## config.mk

```make
export PLATFORM = sky130hd
export DESIGN_NAME = uart_receiver
export DESIGN_NICKNAME = d
export VERILOG_FILES = /design/src/rtl/uart_receiver.sv
export SDC_FILE = /design/constraint.sdc
export NUM_CORES = 1
export LEC_CHECK = 0
export BUFFER_PORTS_ARGS = -buffer_cell sky130_fd_sc_hd__buf_2
export CAP_MARGIN = 20
export CORE_UTILIZATION = 45
export CTS_BUF_LIST = sky130_fd_sc_hd__clkbuf_4 sky130_fd_sc_hd__clkbuf_8
export CTS_CLUSTER_SIZE = 14
export DETAILED_ROUTE_END_ITERATION = 12
export PLACE_DENSITY_LB_ADDON = 0.3
export RECOVER_POWER = 100
export SYNTH_ARGS = -nofsm -noshare
export SYNTH_HDL_FRONTEND = slang
export SYNTH_SLANG_ARGS = --single-unit
```

## constraint.sdc

```tcl
create_clock -name clock -period 2.51 [get_ports clock]
set_input_delay 0 -clock clock [delete_from_list [all_inputs] [get_ports clock]]
set_output_delay 0 -clock clock [all_outputs]
set_load 0.01 [all_outputs]
```

## src/rtl/uart_receiver.sv

```systemverilog
// UART receive end: consumes a 16x baud tick, samples each bit at its midpoint,
// and hands finished words to the system through a ready/acknowledge handshake.
module uart_receiver #(
  parameter int DATA_BITS  = 8,
  parameter bit PARITY_EN  = 1'b0,
  parameter bit PARITY_ODD = 1'b0
) (
  input  logic                 clock,
  input  logic                 Reset,
  input  logic                 uartClock,
  input  logic                 RxD,
  input  logic                 RxAck,
  output logic [DATA_BITS-1:0] RxData,
  output logic                 RxReady,
  output logic                 Overrun,
  output logic                 FramingError,
  output logic                 ParityError,
  output logic                 Busy
);

  typedef enum logic [2:0] {IDLE, START, DATA, PARITY, STOP, WAIT_IDLE} state_t;

  state_t                 state, stateNext;
  logic                   rxMeta, rxs;
  logic [3:0]             tickCnt;
  logic [3:0]             bitCnt;
  logic [DATA_BITS-1:0]   shiftReg;
  logic                   parAcc, parErr, stopBit, frameDone;
  logic                   clrTick, sampleData, samplePar, sampleStop;
  logic                   tickMid, tickEnd;

  assign tickMid = uartClock && (tickCnt == 4'd7);
  assign tickEnd = uartClock && (tickCnt == 4'd15);
  assign Busy    = (state != IDLE);

  // Line synchroniser; resets to the idle (high) level
  always_ff @(posedge clock or negedge Reset) begin
    if (!Reset) begin
      rxMeta <= 1'b1;
      rxs    <= 1'b1;
    end else begin
      rxMeta <= RxD;
      rxs    <= rxMeta;
    end
  end

  always_ff @(posedge clock or negedge Reset) begin
    if (!Reset) state <= IDLE;
    else        state <= stateNext;
  end

  always_comb begin
    stateNext  = state;
    clrTick    = 1'b0;
    sampleData = 1'b0;
    samplePar  = 1'b0;
    sampleStop = 1'b0;
    case (state)
      IDLE: if (uartClock && !rxs) begin
        stateNext = START;
        clrTick   = 1'b1;
      end
      START: if (tickMid) begin
        clrTick   = 1'b1;
        stateNext = rxs ? IDLE : DATA;
      end
      DATA: if (tickEnd) begin
        sampleData = 1'b1;
        if (bitCnt == 4'(DATA_BITS - 1)) stateNext = PARITY_EN ? PARITY : STOP;
      end
      PARITY: if (tickEnd) begin
        samplePar = 1'b1;
        stateNext = STOP;
      end
      STOP: if (tickEnd) begin
        sampleStop = 1'b1;
        stateNext  = rxs ? IDLE : WAIT_IDLE;
      end
      WAIT_IDLE: if (uartClock && rxs) stateNext = IDLE;
      default: stateNext = IDLE;
    endcase
  end

  // Frame bookkeeping: tick/bit counters, running parity, stop sample
  always_ff @(posedge clock or negedge Reset) begin
    if (!Reset) begin
      tickCnt   <= 4'd0;
      bitCnt    <= 4'd0;
      parAcc    <= 1'b0;
      parErr    <= 1'b0;
      stopBit   <= 1'b0;
      frameDone <= 1'b0;
    end else begin
      frameDone <= sampleStop;
      if (clrTick)        tickCnt <= 4'd0;
      else if (uartClock) tickCnt <= tickCnt + 4'd1;
      if (state == START) begin
        bitCnt <= 4'd0;
        parAcc <= 1'b0;
      end else if (sampleData) begin
        bitCnt <= bitCnt + 4'd1;
        parAcc <= parAcc ^ rxs;
      end
      if (samplePar)  parErr  <= parAcc ^ rxs ^ PARITY_ODD;
      if (sampleStop) stopBit <= rxs;
    end
  end

  always_ff @(posedge clock) begin
    if (sampleData) shiftReg <= {rxs, shiftReg[DATA_BITS-1:1]};
  end

  // Delivery: a completing frame wins over a same-cycle acknowledge
  always_ff @(posedge clock or negedge Reset) begin
    if (!Reset) begin
      RxData       <= '0;
      RxReady      <= 1'b0;
      Overrun      <= 1'b0;
      FramingError <= 1'b0;
      ParityError  <= 1'b0;
    end else if (frameDone) begin
      RxData       <= shiftReg;
      RxReady      <= 1'b1;
      FramingError <= ~stopBit;
      ParityError  <= parErr;
      Overrun      <= RxReady & ~RxAck;
    end else if (RxAck && RxReady) begin
      RxReady      <= 1'b0;
      Overrun      <= 1'b0;
      FramingError <= 1'b0;
      ParityError  <= 1'b0;
    end
  end

endmodule

```

==> impl_metrics.env <==
export IMPL_clock_root_buffer="clkbuf_8"
export IMPL_status="complete, but fails checks"
export IMPL_rr_worst_depth=5
export IMPL_min_path_type="in -> reg"
export IMPL_power_leakage_nw=0.798
export IMPL_cp_required_ps=2680
export IMPL_drive_above_1_share=0.155
export IMPL_grt_pass1_wl_um=5160
export IMPL_gr_max_usage_layer="met2"
export IMPL_h_tree_depth=2
export IMPL_ys_ff_latch=37
export IMPL_routed_via_density=5.56
export IMPL_synthArstFlopShare=0.784
export IMPL_rsz0062_at_grt="false"
export IMPL_skew_ps=7.58
export IMPL_final_hold_violation_count=0
export IMPL_io_pins=18
export IMPL_fin_nets=167
export IMPL_synthesis_area_um2=1670
export IMPL_antenna_left=0
export IMPL_path_clk_slew_ps=70
export IMPL_area_growth_pct=11.4
export IMPL_post_route_util=0.541
export IMPL_setup_viol=0
export IMPL_diodes=0
export IMPL_finalCritPeriodShare=0.768
export IMPL_portBuffers=17
export IMPL_pwr_share_comb=0.196
export IMPL_fmax_mhz=519
export IMPL_antenna_found_initial=0
export IMPL_path_class="reg -> reg"
export IMPL_yosysSeqAreaShare=0.579
export IMPL_holdPathStages=3
export IMPL_power_frac_seq=0.521
export IMPL_relSlewSlack=-0.0244
export IMPL_initial_core_util=0.486
export IMPL_synth_edf_count=8
export IMPL_use_met2=0.272
export IMPL_final_cell_area_um2=1860
export IMPL_p_sw_frac=0.317
export IMPL_cts_setup_buffers=0
export IMPL_num_vias=1150
export IMPL_first_pass_iters=4
export IMPL_cp_arrival_ps=2100
export IMPL_power_density_nw_per_um2=781
export IMPL_holdWs_ps=49.8
export IMPL_grt_pass1_vias=1139
export IMPL_slowest_stage="dfrtp_1"
export IMPL_place_hpwl_um=1990
export IMPL_grt_overflow=0
export IMPL_fin_ws_ps=582
export IMPL_drtIter0Drc=42
export IMPL_dp_cells=196
export IMPL_cts_buffers=5
export IMPL_tightest_slew_ps=1540
export IMPL_peakVddDrop_mv=0.421
export IMPL_coreArea_um2=3440
export IMPL_tns_ps=0
export IMPL_cpPeakStageDelay_ps=730
export IMPL_fillers=306
export IMPL_cts_buffer_depth=2
export IMPL_synth_cells=140
export IMPL_dieHeight_um=63.0
export IMPL_crit_buf_inv=0
export IMPL_timing_max_cap_violations=1
export IMPL_p_int_mw=0.994
export IMPL_gp_congestion=0.836
export IMPL_syn_nets=147
export IMPL_end_kind="register"
export IMPL_drv_slew=30
export IMPL_critPathLaunchType="register"
export IMPL_switching_power_mw=0.461
export IMPL_avgSynthCellArea_um2=11.9
export IMPL_cp_depth=5
export IMPL_clock_latency_ps=290
export IMPL_crit_family="flip-flops"
export IMPL_dieWidth_um=63.0
export IMPL_core_rowCount=21
export IMPL_cts_tree="built"
export IMPL_place_area_um2=1770
export IMPL_finalPower_mw=1.45
export IMPL_ys_dominant_reg_cell="dfrtp_1"
export IMPL_period_needed_ps=1930
export IMPL_route_detailed_drc=0
export IMPL_die_area_um2=3960
export IMPL_gr_usage_met1=0.213
export IMPL_cts_resized=0
export IMPL_crit_fanout=20
export IMPL_routed_wirelength_um=3000
export IMPL_synthDistinctLibCells=44
export IMPL_layout_cells_non_filler=207
export IMPL_grt_use_met3=0.0547
export IMPL_grt_usage=0.171
export IMPL_dp_slack_ps=610
export IMPL_clockPowerShare=0.284
export IMPL_grt_max_degree=30
export IMPL_yosysWarnings=0
export IMPL_violations="capacitance limit, slew limit"
export IMPL_cts_sinks=37
export IMPL_routedWlPerCell_um=14.5
export IMPL_path_cells="nand2b_1 -> xnor2_1 -> nand4_1 -> a31o_4 -> mux2_1"
==> cell usage after synthesis, drive strengths merged (2+ instances only) <==
| cell | number | area [um^2] |
|---|---|---|
| mux2i | 2 | 20.0 |
| mux2 | 12 | 143 |
| nor4b | 3 | 26.3 |
| dfstp | 2 | 52.6 |
| o31ai | 2 | 20.0 |
| o21ai | 10 | 50.1 |
| inv | 2 | 7.51 |
| nand2 | 17 | 63.8 |
| buf | 5 | 32.5 |
| ha | 2 | 25.0 |
| xnor2 | 3 | 26.3 |
| nand2b | 3 | 18.8 |
| a21oi | 4 | 20.0 |
| nand4 | 2 | 12.5 |
| clkbuf | 2 | 7.51 |
| nor2b | 2 | 12.5 |
| nor2 | 8 | 30.0 |
| nand3 | 3 | 15.0 |
| edfxtp | 8 | 240 |
| dfrtp | 27 | 676 |
| a31oi | 3 | 18.8 |
==> cell type report <==
class	count	area (um^2)	area share
clock buffer	5	68.8	0.0370
clock inverter	3	22.5	0.0121
inverter	2	7.51	0.00403
multi-input combinational	94	638	0.343
sequential	37	968	0.520
tap	46	57.6	0.0309
timing repair buffer	20	98.8	0.0531
==> layer usage <==
layer / wire length, um / share of wire
met1: 1340 / 0.45
met2: 1430 / 0.48
met3: 164 / 0.055
met4: 63 / 0.021
met5: 0 / 0
==> worst paths after layout <==
| kind | startpoint | endpoint | slack [ps] |
|---|---|---|---|
| min in group asynchronous | Reset | RxData[2]$_DFFE_PN0P_ | 610 |
| worst max-delay path | state[0]$_DFFE_PN0P_ | state[1]$_DFFE_PN0P_ | 580 |
| worst max register to register | state[0]$_DFFE_PN0P_ | state[1]$_DFFE_PN0P_ | 580 |
| worst min register to register | rxMeta$_DFF_PN1_ | rxs$_DFF_PN1_ | 360 |
| worst min-delay path | uartClock | tickCnt[1]$_DFFE_PN0P_ | 50 |
| max in group asynchronous | Reset | parAcc$_DFFE_PN0P_ | 1000 |
==> sequential cells by signal, indices dropped and copies added (netlist names) <==
name / count
shiftReg: 8
rxMeta: 1
rxs: 1
stopBit: 1
tickCnt: 4
FramingError: 1
Overrun: 1
RxData: 8
frameDone: 1
RxReady: 1
state: 3
ParityError: 1
bitCnt: 4
parErr: 1
parAcc: 1
==> power groups by stage <==
stage	logic, mW	clock network [mW]	registers (mW)
finish	0.285	0.412	0.757
detailed placement	0.315	0	0.769
floorplan	0.329	0	0.706
global placement	0.306	0	0.766
global route	0.324	0.456	0.774
CTS	0.324	0.428	0.758
==> kinds of logic (layout without fill, tap and decap cells) <==
| family | count (synthesis) | count (layout) | synth area share |
|---|---|---|---|
| AOI/OAI and AO/OA | 30 | 30 | 0.125 |
| xor gates and xnor gates | 4 | 4 | 0.0210 |
| buffers and inverters | 9 | 30 | 0.0284 |
| adders and majority gates | 2 | 2 | 0.0150 |
| DFF | 37 | 37 | 0.579 |
| and+or+nand+nor | 44 | 44 | 0.134 |
| muxes | 14 | 14 | 0.0973 |
==> tightest hold or removal path: stages <==
cell,delay [ps]
buf_2,160
nand3_1,80
a21oi_1,60
==> cells in the final DEF, fill, tap and decap left out, types with 4 or more instances in the layout <==
cell type  Yosys  final
o21ai_0       10     10
nand2_1       17     17
edfxtp_1       8      8
dfrtp_1       27     27
mux2_2        10     10
clkbuf_1       2     13
clkbuf_8       0      5
buf_2          2      4
a21oi_1        4      4
nor2_1         8      8
==> timing repair <==
| item | in CTS | in global routing |
|---|---|---|
| setup endpoints to repair | 0 | 0 |
| hold buffers | 3 | 0 |
| hold endpoints to repair | 30 | 0 |
(Power assumes the default switching activity.)
